### src/rtl/dfp_pkg.sv
// Shared definitions for the DFPlayer command scheduler: frame constants,
// command codes, FSM state encoding and the frame checksum helper.
package dfp_pkg;

  localparam logic [7:0] START = 8'h7E;
  localparam logic [7:0] VER   = 8'hFF;
  localparam logic [7:0] LEN   = 8'h06;
  localparam logic [7:0] END   = 8'hEF;

  localparam logic [7:0] NEXT  = 8'h01;
  localparam logic [7:0] PREV  = 8'h02;
  localparam logic [7:0] PLAY  = 8'h03;
  localparam logic [7:0] VOL   = 8'h06;

  typedef enum logic [2:0] {
    IDLE,
    GRANT,
    SEND,
    ACK,
    DONE,
    GAP
  } state_t;

  // Two's-complement of the byte sum from VER through the parameter low byte.
  function automatic logic [15:0] dfp_checksum(input logic [7:0]  cmd,
                                               input logic [7:0]  fb,
                                               input logic [15:0] param);
    logic [15:0] sum;
    sum = {8'h00, VER} + {8'h00, LEN} + {8'h00, cmd} + {8'h00, fb}
        + {8'h00, param[15:8]} + {8'h00, param[7:0]};
    return 16'h0000 - sum;
  endfunction

endpackage

### src/rtl/dfp_rr_arbiter.sv
// Combinational round-robin arbiter: searches from last_grant+1 upward,
// wrapping modulo NREQ, and returns a one-hot grant (all zero when disabled).
module dfp_rr_arbiter
  import dfp_pkg::*;
#(
  parameter int NREQ = 4,
  parameter int LGW  = $clog2(NREQ)
) (
  input  logic [NREQ-1:0] req,
  input  logic [LGW-1:0]  last_grant,
  input  logic            enable,
  output logic [NREQ-1:0] grant
);

  logic [LGW-1:0] pos;
  logic           found;

  // Rotate the search origin and pick the first active requester.
  always_comb begin
    grant = '0;
    found = 1'b0;
    pos   = last_grant;
    for (int i = 0; i < NREQ; i++) begin
      pos = (pos == LGW'(NREQ - 1)) ? '0 : pos + LGW'(1);
      if (enable && !found && req[pos]) begin
        grant[pos] = 1'b1;
        found      = 1'b1;
      end
    end
  end

endmodule

### src/rtl/dfp_cmd_scheduler.sv
// DFPlayer command scheduler: round-robin arbitration between requesters,
// frame assembly and byte-wise hand-off to uart_tx, followed by an
// inter-command gap. Build option DFP_CHECKSUM_EN selects the 10-byte
// frame with checksum; otherwise the 8-byte frame without checksum.
module dfp_cmd_scheduler
  import dfp_pkg::*;
#(
  parameter int NREQ       = 4,
  parameter int GAP_CYCLES = 1_000_000,
  parameter int FEEDBACK   = 0
) (
  input  logic              clk,
  input  logic              reset,
  input  logic [NREQ-1:0]   req,
  input  logic [NREQ*8-1:0] req_cmd,
  input  logic [NREQ*16-1:0] req_param,
  output logic [NREQ-1:0]   grant,
  output logic [7:0]        tx_data,
  output logic              tx_start,
  input  logic              tx_busy,
  output logic              busy,
  output logic              frame_done
);

  localparam int LGW = $clog2(NREQ);
  localparam int GW  = (GAP_CYCLES > 0) ? $clog2(GAP_CYCLES + 1) : 1;
  localparam logic [GW-1:0] GAP_LAST = GW'((GAP_CYCLES > 0) ? GAP_CYCLES - 1 : 0);
  localparam logic [7:0] FB = 8'(FEEDBACK);
`ifdef DFP_CHECKSUM_EN
  localparam logic [3:0] LAST_IDX = 4'd9;
`else
  localparam logic [3:0] LAST_IDX = 4'd7;
`endif

  state_t          state, state_d;
  logic [NREQ-1:0] grant_d, arb_grant;
  logic [7:0]      tx_data_d;
  logic            tx_start_d, frame_done_d, latch;
  logic [3:0]      idx, idx_d;
  logic [GW-1:0]   gap_cnt, gap_d;
  logic [LGW-1:0]  last_grant, last_d, sel_idx;
  logic [7:0]      sel_cmd, cmd_q, cur_byte;
  logic [15:0]     sel_param, param_q;
`ifdef DFP_CHECKSUM_EN
  logic [15:0]     chk_q;
`endif

  dfp_rr_arbiter #(.NREQ(NREQ), .LGW(LGW)) u_arb (
    .req        (req),
    .last_grant (last_grant),
    .enable     (state == IDLE),
    .grant      (arb_grant)
  );

  assign busy = (state != IDLE);

  // Encode the winning requester and select its command and parameter.
  always_comb begin
    sel_idx   = '0;
    sel_cmd   = '0;
    sel_param = '0;
    for (int i = 0; i < NREQ; i++) begin
      if (arb_grant[i]) begin
        sel_idx   = LGW'(i);
        sel_cmd   = req_cmd[i*8 +: 8];
        sel_param = req_param[i*16 +: 16];
      end
    end
  end

  // Frame byte addressed by the current byte index.
  always_comb begin
    cur_byte = END;
    case (idx)
      4'd0:    cur_byte = START;
      4'd1:    cur_byte = VER;
      4'd2:    cur_byte = LEN;
      4'd3:    cur_byte = cmd_q;
      4'd4:    cur_byte = FB;
      4'd5:    cur_byte = param_q[15:8];
      4'd6:    cur_byte = param_q[7:0];
`ifdef DFP_CHECKSUM_EN
      4'd7:    cur_byte = chk_q[15:8];
      4'd8:    cur_byte = chk_q[7:0];
`endif
      default: cur_byte = END;
    endcase
  end

  // Command latch: captured once at grant so later input changes are ignored.
  always_ff @(posedge clk) begin
    if (latch) begin
      cmd_q   <= sel_cmd;
      param_q <= sel_param;
`ifdef DFP_CHECKSUM_EN
      chk_q   <= dfp_checksum(sel_cmd, FB, sel_param);
`endif
    end
  end

  // Next-state and registered-output logic of the scheduler FSM.
  always_comb begin
    state_d      = state;
    grant_d      = '0;
    tx_data_d    = tx_data;
    tx_start_d   = 1'b0;
    frame_done_d = 1'b0;
    idx_d        = idx;
    gap_d        = gap_cnt;
    last_d       = last_grant;
    latch        = 1'b0;
    case (state)
      IDLE: begin
        if (|arb_grant) begin
          grant_d = arb_grant;
          last_d  = sel_idx;
          latch   = 1'b1;
          state_d = GRANT;
        end
      end
      GRANT: begin
        // The first byte goes out straight from here when the UART is free.
        idx_d = '0;
        if (!tx_busy) begin
          tx_data_d  = START;
          tx_start_d = 1'b1;
          state_d    = ACK;
        end else begin
          state_d = SEND;
        end
      end
      SEND: begin
        if (!tx_busy) begin
          tx_data_d  = cur_byte;
          tx_start_d = 1'b1;
          state_d    = ACK;
        end
      end
      ACK: begin
        if (tx_busy) state_d = DONE;
      end
      DONE: begin
        if (!tx_busy) begin
          if (idx == LAST_IDX) begin
            idx_d        = '0;
            gap_d        = '0;
            frame_done_d = 1'b1;
            state_d      = (GAP_CYCLES == 0) ? IDLE : GAP;
          end else begin
            idx_d   = idx + 4'd1;
            state_d = SEND;
          end
        end
      end
      GAP: begin
        if (gap_cnt == GAP_LAST) state_d = IDLE;
        else                     gap_d   = gap_cnt + GW'(1);
      end
      default: state_d = IDLE;
    endcase
  end

  // State and control registers with asynchronous reset.
  always_ff @(posedge clk or posedge reset) begin
    if (reset) begin
      state      <= IDLE;
      grant      <= '0;
      tx_data    <= 8'h00;
      tx_start   <= 1'b0;
      frame_done <= 1'b0;
      idx        <= '0;
      gap_cnt    <= '0;
      last_grant <= LGW'(NREQ - 1);
    end else begin
      state      <= state_d;
      grant      <= grant_d;
      tx_data    <= tx_data_d;
      tx_start   <= tx_start_d;
      frame_done <= frame_done_d;
      idx        <= idx_d;
      gap_cnt    <= gap_d;
      last_grant <= last_d;
    end
  end

endmodule

### config.mk
export PLATFORM = sky130hd
export DESIGN_NAME = dfp_cmd_scheduler
export DESIGN_NICKNAME = d
export VERILOG_FILES = /design/src/rtl/dfp_pkg.sv /design/src/rtl/dfp_rr_arbiter.sv /design/src/rtl/dfp_cmd_scheduler.sv
export SDC_FILE = /design/constraint.sdc
export NUM_CORES = 1
export LEC_CHECK = 0
export CORE_MARGIN = 2
export CORE_UTILIZATION = 50
export DETAILED_ROUTE_END_ITERATION = 16
export PLACE_DENSITY_LB_ADDON = 0.12
export SLEW_MARGIN = 10
export SYNTH_ARGS = -nofsm -noshare
export SYNTH_HDL_FRONTEND = slang
export SYNTH_SLANG_ARGS = --single-unit
### constraint.sdc
create_clock -name clk -period 4.5 [get_ports clk]
set_input_delay 0.45 -clock clk [delete_from_list [all_inputs] [get_ports clk]]
set_output_delay 0.45 -clock clk [all_outputs]
set_load 0.005 [all_outputs]
==> impl_metrics.tcl <==
set metrics [dict create \
    clk_path_buf_depth 2 \
    dieArea_sq_um 9760 \
    drtPass1Iterations 5 \
    diodes 0 \
    status "complete, no violations" \
    initial_utilization 0.515 \
    clkSinkCount 67 \
    ir_worst_vdd_v 0.000269 \
    fin_crit_ns 4.11 \
    numCtsBuffers 9 \
    place_ws_ns 0.429 \
    slowest_stage "dfstp_2" \
    wirelength_um 12500 \
    synth_area_leader_cell "dfrtp_1" \
    fin_ws_ns 0.394 \
    ctsResizeCount 0 \
    worst_ep_arrival_time_ns 4.17 \
    die_x_um 98.8 \
    m1WireLength_um 5720 \
    yosys_register_bits 67 \
    holdBufCountCts 0 \
    antenna_left 0 \
    syn_area_sq_um 4490 \
    skew_ns 0.00985 \
    dr_wl_met3_um 765 \
    finalHoldViolCount 0 \
    numPortBuffers 117 \
    synth_cell_types 69 \
    maxSlewHeadroom 0.535 \
    fin_nets 685 \
    viasPerCell 6.07 \
    final_core_util 0.674 \
    vias 4140 \
    top_layer "met4" \
    grt_pass1_wl_um 20400 \
    tightest_slew_ns 0.696 \
    fin_setup_tns_ns 0 \
    path_class "register to register" \
    finalSetupViolations 0 \
    rsz0062_at_grt "no" \
    core_area_sq_um 8720 \
    grt_pass1_vias 4149 \
    start_kind "register" \
    min_path_type "input port to async pin" \
    io_pins 118 \
    drive_above_1_share 0.0714 \
    dr_wl_met2_um 5610 \
    path_clk_slew_ns 0.07 \
    syn_nets 584 \
    cts_setup_buffers 0 \
    p_leak_nw 2.71 \
    clk_latency_ns 0.34 \
    async_flop_share 0.642 \
    path_cells "inv_1, ha_1, nor4b_1, a31oi_1, o21ai_1, a2111oi_2, nor2_2, nand2_4, inv_4, or4_1, buf_4" \
    grt_antenna_before_repair 0 \
    grt_use_total 0.260 \
    yosys_warnings 0 \
    slew_violations 0 \
    avgRoutedWirePerCell_um 18.3 \
    grt_max_degree 45 \
    die_y_um 98.8 \
    cap_violations 0 \
    yosysSeqAreaShare 0.400 \
    path_max_fanout 27 \
    h-tree-depth 3 \
    gp_congestion 0.921 \
    cp_data_required_time_ns 4.56 \
    synth_edf_count 24 \
    yosys-top-cells-area "dfrtp_1 (23%), edfxtp_1 (16%), o32a_1 (5.6%)" \
    syn_inst 468 \
    drt_iter0_drc 301 \
    synth_ff_type "dfrtp_1" \
    num_rows 34 \
    fmax_mhz 244 \
    hpwl_um 9250 \
    netlist.area_leader.share 0.228 \
    overflow 0 \
    syn_area_per_cell_sq_um 9.60 \
    max_stage_delay_ns 0.80 \
    drcViolationCount 0 \
    cts_tree "yes" \
    cp-end-kind "register" \
    power_density_nw_per_um2 578 \
    areaGrowthSynthToFinish_pct 30.9 \
    cts_root_buf "clkbuf_8" \
    fin_crit_sh 0.912 \
]
==> cells by family after synthesis <==
logic type / Yosys count / synth area share
and+or+nand+nor: 165 / 0.207
AOI/OAI and AO/OA: 121 / 0.223
buffers and inverters: 73 / 0.0705
DFF: 67 / 0.400
xor gates and xnor gates: 20 / 0.0390
adders and majority gates: 13 / 0.0362
muxes: 9 / 0.0237
==> cell usage after synthesis, types with 2 or more instances <==
library cell / number
o21a_1: 3
and4_1: 3
a21o_1: 25
a32oi_1: 4
nor3b_1: 4
and3_1: 35
a22o_1: 8
dfstp_2: 2
buf_2: 10
edfxtp_1: 24
or4_1: 3
clkbuf_1: 18
a221oi_2: 2
o22a_1: 3
a32o_1: 3
buf_6: 3
nor4_1: 26
nor3_1: 5
nand2_1: 17
o21ai_0: 13
nor2b_1: 6
inv_1: 36
inv_2: 2
nor2_1: 35
o32a_1: 25
mux2_4: 3
o21ai_1: 2
a211oi_1: 2
nand4_1: 4
dfrtp_1: 41
nor4b_1: 3
nand3_1: 11
xor2_1: 16
xnor2_1: 4
or3_1: 3
and3b_1: 3
mux2i_1: 5
a21oi_1: 6
ha_1: 13
a22oi_1: 8
==> flip-flops by register name, indices dropped and copies added, names as in the netlist <==
signal and count:
gap_cnt 20, param_q 16, cmd_q 8, tx_data 8, grant 4, idx 4
state 3, last_grant 2, frame_done 1, tx_start 1
==> metal layers <==
layer | vias to the layer above | track usage
met2 | 191 | 0.385
met5 | - | 0
met4 | 0 | 0.119
met1 | 1957 | 0.374
met3 | 35 | 0.0440
li1 | 1957 | -
==> worst max-delay path: cells and delay by family, from the launching register on <==
family                   cells  cell delay (ns)
AND/OR/NAND/NOR              4             0.98
buffers and inverters        3             0.63
flip-flops                   1             0.80
adder cells (fa/ha/maj)      1             0.44
AO/OA/AOI/OAI                3             0.94
==> where the power goes <==
part	switching (mW)	total (mW)	leakage (nW)	internal, mW
combinational	0.968	1.77	1.85	0.804
clock	0.214	0.476	0.100	0.261
sequential	0.177	1.15	0.763	0.977
total	1.36	3.40	2.71	2.04
==> final cells by class <==
type                            instances  area [sq um]
Inverter                               40           153
Clock buffer                           15           186
Fill cell                             653          2840
Sequential cell                        67          1800
Timing Repair Buffer                  123          1220
Multi-Input combinational cell        328          2390
Tap cell                              108           135
Clock inverter                          1          6.26
==> path summary, 6_finish.rpt <==
path	start	endpoint	slack [ns]	depth (start not counted)
hold reg to reg	tx_data[2]$_DFFE_PP0P_	tx_data[2]$_DFFE_PP0P_	0.49	1
hold / removal	reset	gap_cnt[9]$_DFFE_PP0P_	0.37	2
setup / recovery	last_grant[0]$_DFFE_PP1P_	cmd_q[7]$_DFFE_PP_	0.39	11
min in group clk	tx_data[2]$_DFFE_PP0P_	tx_data[2]$_DFFE_PP0P_	0.49	1
setup reg to reg	last_grant[0]$_DFFE_PP1P_	cmd_q[7]$_DFFE_PP_	0.39	11
max in group asynchronous	reset	last_grant[0]$_DFFE_PP1P_	3.39	3
==> stage by stage <==
step           power, mW  hold slack, ns  cell area [sq um]  cells
2_1_floorplan       2.40           0.478               4490    468
3_3_place_gp        2.88           0.476               5690    666
3_5_place_dp        2.91           0.479               5690    666
4_1_cts             3.40           0.377               5880    682
5_1_grt             3.64           0.388               5880    682
6_report            3.40           0.368               5880    682
==> cell usage in the layout, fill, tap and decap left out, types with 3 or more instances in the layout <==
cell and instances:
a21o_1 25, a21oi_1 6, a22o_1 8, a22oi_1 8, a32o_1 3, a32oi_1 4, and3_1 35, and3b_1 3
and4_1 3, buf_4 6, clkbuf_8 13, clkdlybuf4s50_1 117, dfrtp_1 41, edfxtp_1 24, ha_1 13, inv_1 35
mux2_4 3, mux2i_1 5, nand2_1 17, nand3_1 11, nand4_1 4, nor2_1 35, nor2b_1 6, nor3_1 5
nor3b_1 4, nor4_1 26, nor4b_1 3, o21a_1 3, o21ai_0 13, o22a_1 3, o32a_1 25, or3_1 3
or4_1 3, xnor2_1 4, xor2_1 16
No activity file was read; power rests on OpenSTA's default activity.
